File: src/rtl/fifo_word_unpacker_if.sv
// Handshake bundle between the FWFT FIFO read port, the word unpacker and the byte sink.
// The unpacker owns the master side; the FIFO/sink environment owns the slave side.
interface fifo_word_unpacker_if #(
  parameter int DATA_W = 32,
  parameter int BYTE_W = 8
);
  logic [DATA_W-1:0] fifo_data;
  logic              fifo_empty;
  logic              fifo_pop;
  logic [BYTE_W-1:0] tx_data;
  logic              tx_valid;
  logic              tx_ready;
  logic              tx_last;

  modport master (
    input  fifo_data, fifo_empty, tx_ready,
    output fifo_pop, tx_data, tx_valid, tx_last
  );

  modport slave (
    output fifo_data, fifo_empty, tx_ready,
    input  fifo_pop, tx_data, tx_valid, tx_last
  );
endinterface

File: src/rtl/fifo_word_unpacker.sv
// Pops words from an FWFT FIFO and streams them out as bytes over valid/ready,
// flagging the last byte of every FRAME_WORDS-word frame.
module fifo_word_unpacker #(
  parameter int DATA_W      = 32,
  parameter int BYTE_W      = 8,
  parameter bit MSB_FIRST   = 1'b0,
  parameter int FRAME_WORDS = 1024,
  localparam int CNT_W      = (FRAME_WORDS > 1) ? $clog2(FRAME_WORDS) : 1
) (
  input  logic                 clk,
  input  logic                 rst,
  fifo_word_unpacker_if.master bus,
  output logic                 frame_done,
  output logic                 busy,
  output logic [CNT_W-1:0]     word_cnt
);
  localparam int BYTES = DATA_W / BYTE_W;
  localparam int IDX_W = (BYTES > 1) ? $clog2(BYTES) : 1;
  localparam logic [IDX_W-1:0] LAST_IDX = IDX_W'(BYTES - 1);
  localparam logic [CNT_W-1:0] LAST_CNT = CNT_W'(FRAME_WORDS - 1);

  typedef enum logic [0:0] {IDLE = 1'b0, SEND = 1'b1} state_t;

  state_t             state_r, state_s;
  logic [DATA_W-1:0]  word_r, word_s;
  logic [IDX_W-1:0]   idx_r, idx_s;
  logic [CNT_W-1:0]   cnt_r, cnt_s;
  logic               fd_r, fd_s;
  logic               pop_s;
  logic               valid_s;
  logic               last_byte_s;
  logic               last_s;
  logic               hs_s;
  logic [IDX_W-1:0]   slot_s;

  // Output decode; rst blanks everything combinationally so the reset cycle itself is quiet.
  always_comb begin
    valid_s     = (state_r == SEND) && !rst;
    last_byte_s = (idx_r == LAST_IDX);
    last_s      = valid_s && last_byte_s && (cnt_r == LAST_CNT);
    hs_s        = valid_s && bus.tx_ready;
    slot_s      = MSB_FIRST ? (LAST_IDX - idx_r) : idx_r;
  end

  assign bus.tx_valid = valid_s;
  assign bus.tx_last  = last_s;
  assign bus.tx_data  = valid_s ? word_r[int'(slot_s)*BYTE_W +: BYTE_W] : {BYTE_W{1'b0}};
  assign bus.fifo_pop = pop_s && !bus.fifo_empty && !rst;
  assign busy         = valid_s;
  assign frame_done   = fd_r;
  assign word_cnt     = cnt_r;

  // Next-state logic: the last-byte handshake reloads straight from the FIFO to avoid a bubble.
  always_comb begin
    state_s = state_r;
    word_s  = word_r;
    idx_s   = idx_r;
    cnt_s   = cnt_r;
    fd_s    = 1'b0;
    pop_s   = 1'b0;
    case (state_r)
      IDLE: begin
        if (!bus.fifo_empty) begin
          pop_s   = 1'b1;
          word_s  = bus.fifo_data;
          idx_s   = {IDX_W{1'b0}};
          state_s = SEND;
        end else begin
          state_s = IDLE;
        end
      end
      SEND: begin
        if (hs_s && last_byte_s) begin
          fd_s  = last_s;
          cnt_s = (cnt_r == LAST_CNT) ? {CNT_W{1'b0}} : cnt_r + CNT_W'(1);
          if (!bus.fifo_empty) begin
            pop_s  = 1'b1;
            word_s = bus.fifo_data;
            idx_s  = {IDX_W{1'b0}};
          end else begin
            state_s = IDLE;
          end
        end else if (hs_s) begin
          idx_s = idx_r + IDX_W'(1);
        end else begin
          idx_s = idx_r;
        end
      end
      default: begin
        state_s = IDLE;
      end
    endcase
  end

  // State register with synchronous reset; a partly sent word is simply dropped.
  always_ff @(posedge clk) begin
    if (rst) begin
      state_r <= IDLE;
      word_r  <= {DATA_W{1'b0}};
      idx_r   <= {IDX_W{1'b0}};
      cnt_r   <= {CNT_W{1'b0}};
      fd_r    <= 1'b0;
    end else begin
      state_r <= state_s;
      word_r  <= word_s;
      idx_r   <= idx_s;
      cnt_r   <= cnt_s;
      fd_r    <= fd_s;
    end
  end
endmodule

File: src/flat_wrapper.sv
// flat-port wrapper written by rule: the top's interface ports become plain ports
module fifo_word_unpacker_flat 
#(
  parameter int DATA_W      = 32,
  parameter int BYTE_W      = 8,
  parameter bit MSB_FIRST   = 1'b0,
  parameter int FRAME_WORDS = 1024,
  localparam int CNT_W      = (FRAME_WORDS > 1) ? $clog2(FRAME_WORDS) : 1
)
  (clk, rst, frame_done, busy, word_cnt, bus_fifo_data, bus_fifo_empty, bus_tx_ready, bus_fifo_pop, bus_tx_data, bus_tx_valid, bus_tx_last);
  fifo_word_unpacker_if #(.DATA_W(DATA_W), .BYTE_W(BYTE_W)) bus_i ();
  input  logic clk;
  input  logic rst;
  output logic frame_done;
  output logic busy;
  output logic [CNT_W-1:0] word_cnt;
  input wire logic [$bits(bus_i.fifo_data)-1:0] bus_fifo_data;
  input wire logic [$bits(bus_i.fifo_empty)-1:0] bus_fifo_empty;
  input wire logic [$bits(bus_i.tx_ready)-1:0] bus_tx_ready;
  output wire logic [$bits(bus_i.fifo_pop)-1:0] bus_fifo_pop;
  output wire logic [$bits(bus_i.tx_data)-1:0] bus_tx_data;
  output wire logic [$bits(bus_i.tx_valid)-1:0] bus_tx_valid;
  output wire logic [$bits(bus_i.tx_last)-1:0] bus_tx_last;
  assign bus_i.fifo_data = bus_fifo_data;
  assign bus_i.fifo_empty = bus_fifo_empty;
  assign bus_i.tx_ready = bus_tx_ready;
  assign bus_fifo_pop = bus_i.fifo_pop;
  assign bus_tx_data = bus_i.tx_data;
  assign bus_tx_valid = bus_i.tx_valid;
  assign bus_tx_last = bus_i.tx_last;
  fifo_word_unpacker #(.DATA_W(DATA_W), .BYTE_W(BYTE_W), .MSB_FIRST(MSB_FIRST), .FRAME_WORDS(FRAME_WORDS)) u_core (.clk(clk), .rst(rst), .bus(bus_i), .frame_done(frame_done), .busy(busy), .word_cnt(word_cnt));
endmodule
File: config.mk
export PLATFORM = sky130hd
export DESIGN_NAME = fifo_word_unpacker_flat
export DESIGN_NICKNAME = d
export VERILOG_FILES = /design/src/rtl/fifo_word_unpacker_if.sv /design/src/rtl/fifo_word_unpacker.sv /design/src/flat_wrapper.sv
export SDC_FILE = /design/constraint.sdc
export NUM_CORES = 1
export LEC_CHECK = 0
export CAP_MARGIN = 25
export CORE_AREA = 4 4 77 79
export CTS_BUF_LIST = sky130_fd_sc_hd__clkbuf_16
export DETAILED_ROUTE_END_ITERATION = 10
export DIE_AREA = 0 0 81 83
export PLACE_DENSITY_LB_ADDON = 0.12
export REMOVE_ABC_BUFFERS = 1
export SYNTH_ARGS = -nofsm -noshare
export SYNTH_HDL_FRONTEND = slang
export SYNTH_SLANG_ARGS = --single-unit
export TNS_END_PERCENT = 30
File: constraint.sdc
create_clock -name clk -period 2.03 [get_ports clk]
set_input_delay 0.406 -clock clk [delete_from_list [all_inputs] [get_ports clk]]
set_output_delay 0.406 -clock clk [all_outputs]
set_load 0.02 [all_outputs]
==> metrics.md <==
| Metric | Value |
|---|---|
| Outcome | finished, final reports clean |
| Clock slew seen by the registers of the worst setup and hold paths | 0.06 ns |
| Max Freq | 505 MHz |
| Synth warnings | 0 |
| Placed inst area | 0.00289 mm^2 |
| H-tree depth | 2 |
| Number of port buffers | 58 |
| CP bufs+invs | 2 |
| Psw | 430 uW |
| Req. time, crit path | 1.62 ns |
| Maximum capacitance violations | 0 |
| Vias in the first global route | 1767 |
| CTS Buf Count | 5 |
| Pwr Density | 649 mW/mm^2 |
| Clk sinks | 46 |
| Die X | 81 um |
| Die H | 83 um |
| Layout net count | 357 |
| Via/cell ratio | 4.76 |
| Power Internal | 1.51 mW |
| Tmin final | 1.98 ns |
| Worst Skew | 0.00544 ns |
| Crit path launch type | flip-flop |
| Synth top area share | 0.444 |
| Yosys reg bits | 46 |
| CP Max Fanout | 5 |
| Max Root-Sink Buffers | 2 |
| Critical Path AT | 1.57 ns |
| Worst Tran Pin Value | 0.328 ns |
| CP delay by family, top | multiplexers |
| Cell count after synthesis | 238 |
| CTS tree | built |
| Top cells by area, synth | dfxtp_1 44%, nand2_1 13%, mux4_2 8.7% |
| Routed WL per cell | 12.5 um |
| Post-synth top area cell | dfxtp_1 |
| Slew headroom | 0.781 |
| First-pass GRT wire length | 8.27 mm |
| Slowest CP cell | mux4_2 |
| Max Transition Viols Final | 0 |
| Setup-failing EPs final | 0 |
| Largest net degree at the start of global routing | 41 |
| Initial antenna violation count | 0 |
| Share of layout cells above drive strength 1 | 0.211 |
| Core footprint | 0.00534 mm^2 |
| Syn-to-layout area delta | 44.6% |
| Leak | 1.22 nW |
| Final WL | 4.86 mm |
| Final instance area | 0.00300 mm^2 |
| Seq pwr share | 0.494 |
| Total GRT Usage | 0.154 |
| Drt initial violations | 58 |
| Detailed Routing Iterations Pass 1 | 4 |
| Worst vdd ir | 0.348 mV |
| HP Class | flip-flop to flip-flop |
| Setup crit end kind | primary output |
| Dpl hpwl | 3.60 mm |
| Ports | 59 |
| Final period util | 0.976 |
| Post-route insts no fill | 390 |
| Worst-Skew Late Latency | 0.28 ns |
| Global route overflow | 0 |
| Synth cell types | 31 |
| Number of synthesized flops with an enable pin | 0 |
| Critical-path cell list | buf_6, mux4_2, and2_1, buf_2 |
| Clock share of power | 0.382 |
| Setup WS pre-CTS | -0.367 ns |
| Synth Area per Inst | 8.71 um^2 |
| DRT antenna net count | 0 |
| RSZ-0062 raised after global routing | yes |
| Combinational Power Share | 0.125 |
| CP peak stage delay | 0.50 ns |
| RePlAce Congestion | 0.769 |
| Fillcell total | 522 |
| Sw frac | 0.221 |
| Final hold vios | 0 |
| Diodes inserted | 0 |
| Post-Syn Area | 0.00207 mm^2 |
| DRC Markers | 0 |
| Die Area | 0.00672 mm^2 |
| Sequential-to-total area share from yosys stat | 0.444 |
| Setup TNS Final | 0 ns |
| Hold_ws | 0.451 ns |
| Clock root cell | clkbuf_16 |
| Kind of critical path | flip-flop to primary output |
| Main synth FF type | dfxtp_1 |
| Placed Cells | 383 |
| Initial Util | 0.388 |
| Via count | 1858 |
| Final WS setup | 0.0497 ns |
| Num rows | 27 |
| Synth async-reset ratio | 0 |
layer usage:
metal | vias to the layer above | GRT usage | wire, um
met3 | 2 | 0.0390 | 261
met2 | 39 | 0.245 | 2310
met1 | 862 | 0.208 | 2270
met4 | 0 | 0.0369 | 14
li1 | 955 | - | -
met5 | - | 0 | 0
layout by cell type (no fill, tap or decap), types with 4 or more instances in the layout:
cell type        count
mux4_2               8
xnor2_1              7
nor2_1              13
inv_1                4
clkdlybuf4s50_1     46
a21oi_1             34
nand2_1             71
and2_1               8
clkbuf_16            5
buf_4               31
dfxtp_1             44
buf_2               10
state kept, by name, summed over array words and instances (netlist names):
name / cells
u_core.idx_r: 2
u_core.word_r: 32
u_core.word_cnt: 10
u_core.frame_done: 1
u_core.state_r: 1
final timing paths:
kind / from / endpoint / slack (ns) / cells past startpoint
min reg2reg: u_core.word_r[14]$_SDFFE_PP0P_ / u_core.word_r[14]$_SDFFE_PP0P_ / 0.45 / 2
min: u_core.word_r[14]$_SDFFE_PP0P_ / u_core.word_r[14]$_SDFFE_PP0P_ / 0.45 / 2
max: u_core.idx_r[1]$_SDFFE_PP0P_ / bus_tx_data[5] / 0.05 / 4
max reg2reg: u_core.idx_r[0]$_SDFFE_PP0P_ / u_core.word_r[19]$_SDFFE_PP0P_ / 0.39 / 7
stage by stage:
stage	total power, mW	utilization
after floorplan	1.08	-
after global placement	1.22	0.542
after detailed placement	1.23	0.542
after CTS	1.97	0.560
after global routing	2.03	0.562
final	1.94	0.562
synthesized netlist by cell type, drive strengths merged (2+ instances only):
master	n
dfxtp	46
mux4	8
and2	8
clkbuf	6
xor2	2
buf	12
a21oi	35
ha	2
a21o	2
nor2	13
nor3	3
nand3	3
a22oi	2
xnor2	7
inv	4
nor4	4
nand4	2
nand2	71
worst register-to-register path: cells and delay by family (launching register included):
kind / cells / cell delay (ns)
AND/OR/NAND/NOR: 2 / 0.20
AO/OA/AOI/OAI: 2 / 0.35
adder cells (fa/ha/maj): 1 / 0.24
flip-flops: 1 / 0.35
buffers and inverters: 2 / 0.44
kinds of logic (layout without fill, tap and decap cells):
kind of cell               after synthesis  count (layout)  synth area share
DFF                                     46              46             0.444
adders and majority gates                2               2            0.0121
buffers and inverters                   22             102            0.0549
and+or+nand+nor                        109             109             0.252
muxes                                    9               9            0.0917
AOI/OAI and AO/OA                       41              41             0.107
xor gates and xnor gates                 9               9            0.0380
final cells by class:
| class | count | area [um^2] | share of cell area |
|---|---|---|---|
| multi-input cells | 170 | 1040 | 0.347 |
| flip-flops and latches | 46 | 923 | 0.308 |
| inverters | 4 | 15.0 | 0.00501 |
| clock inverters | 1 | 3.75 | 0.00125 |
| repair buffers | 92 | 800 | 0.267 |
| well taps | 72 | 90.1 | 0.0301 |
| clock buffers | 5 | 125 | 0.0417 |
repair_timing:
action / 4_1_cts / 5_1_grt
hold buffers: 0 / 0
endpoints found under the setup margin: 12 / 11
gates cloned: 0 / 0
buffers inserted: 1 / 0
gates resized for setup: 50 / 2
power by group through the flow:
| stage | registers [mW] | logic (mW) | clock network, mW |
|---|---|---|---|
| after floorplan | 0.980 | 0.0970 | 0 |
| after global placement | 0.979 | 0.244 | 0 |
| after detailed placement | 0.980 | 0.246 | 0 |
| after CTS | 0.960 | 0.243 | 0.763 |
| after global routing | 0.964 | 0.268 | 0.794 |
| final | 0.960 | 0.242 | 0.742 |
(Power assumes the default switching activity.)
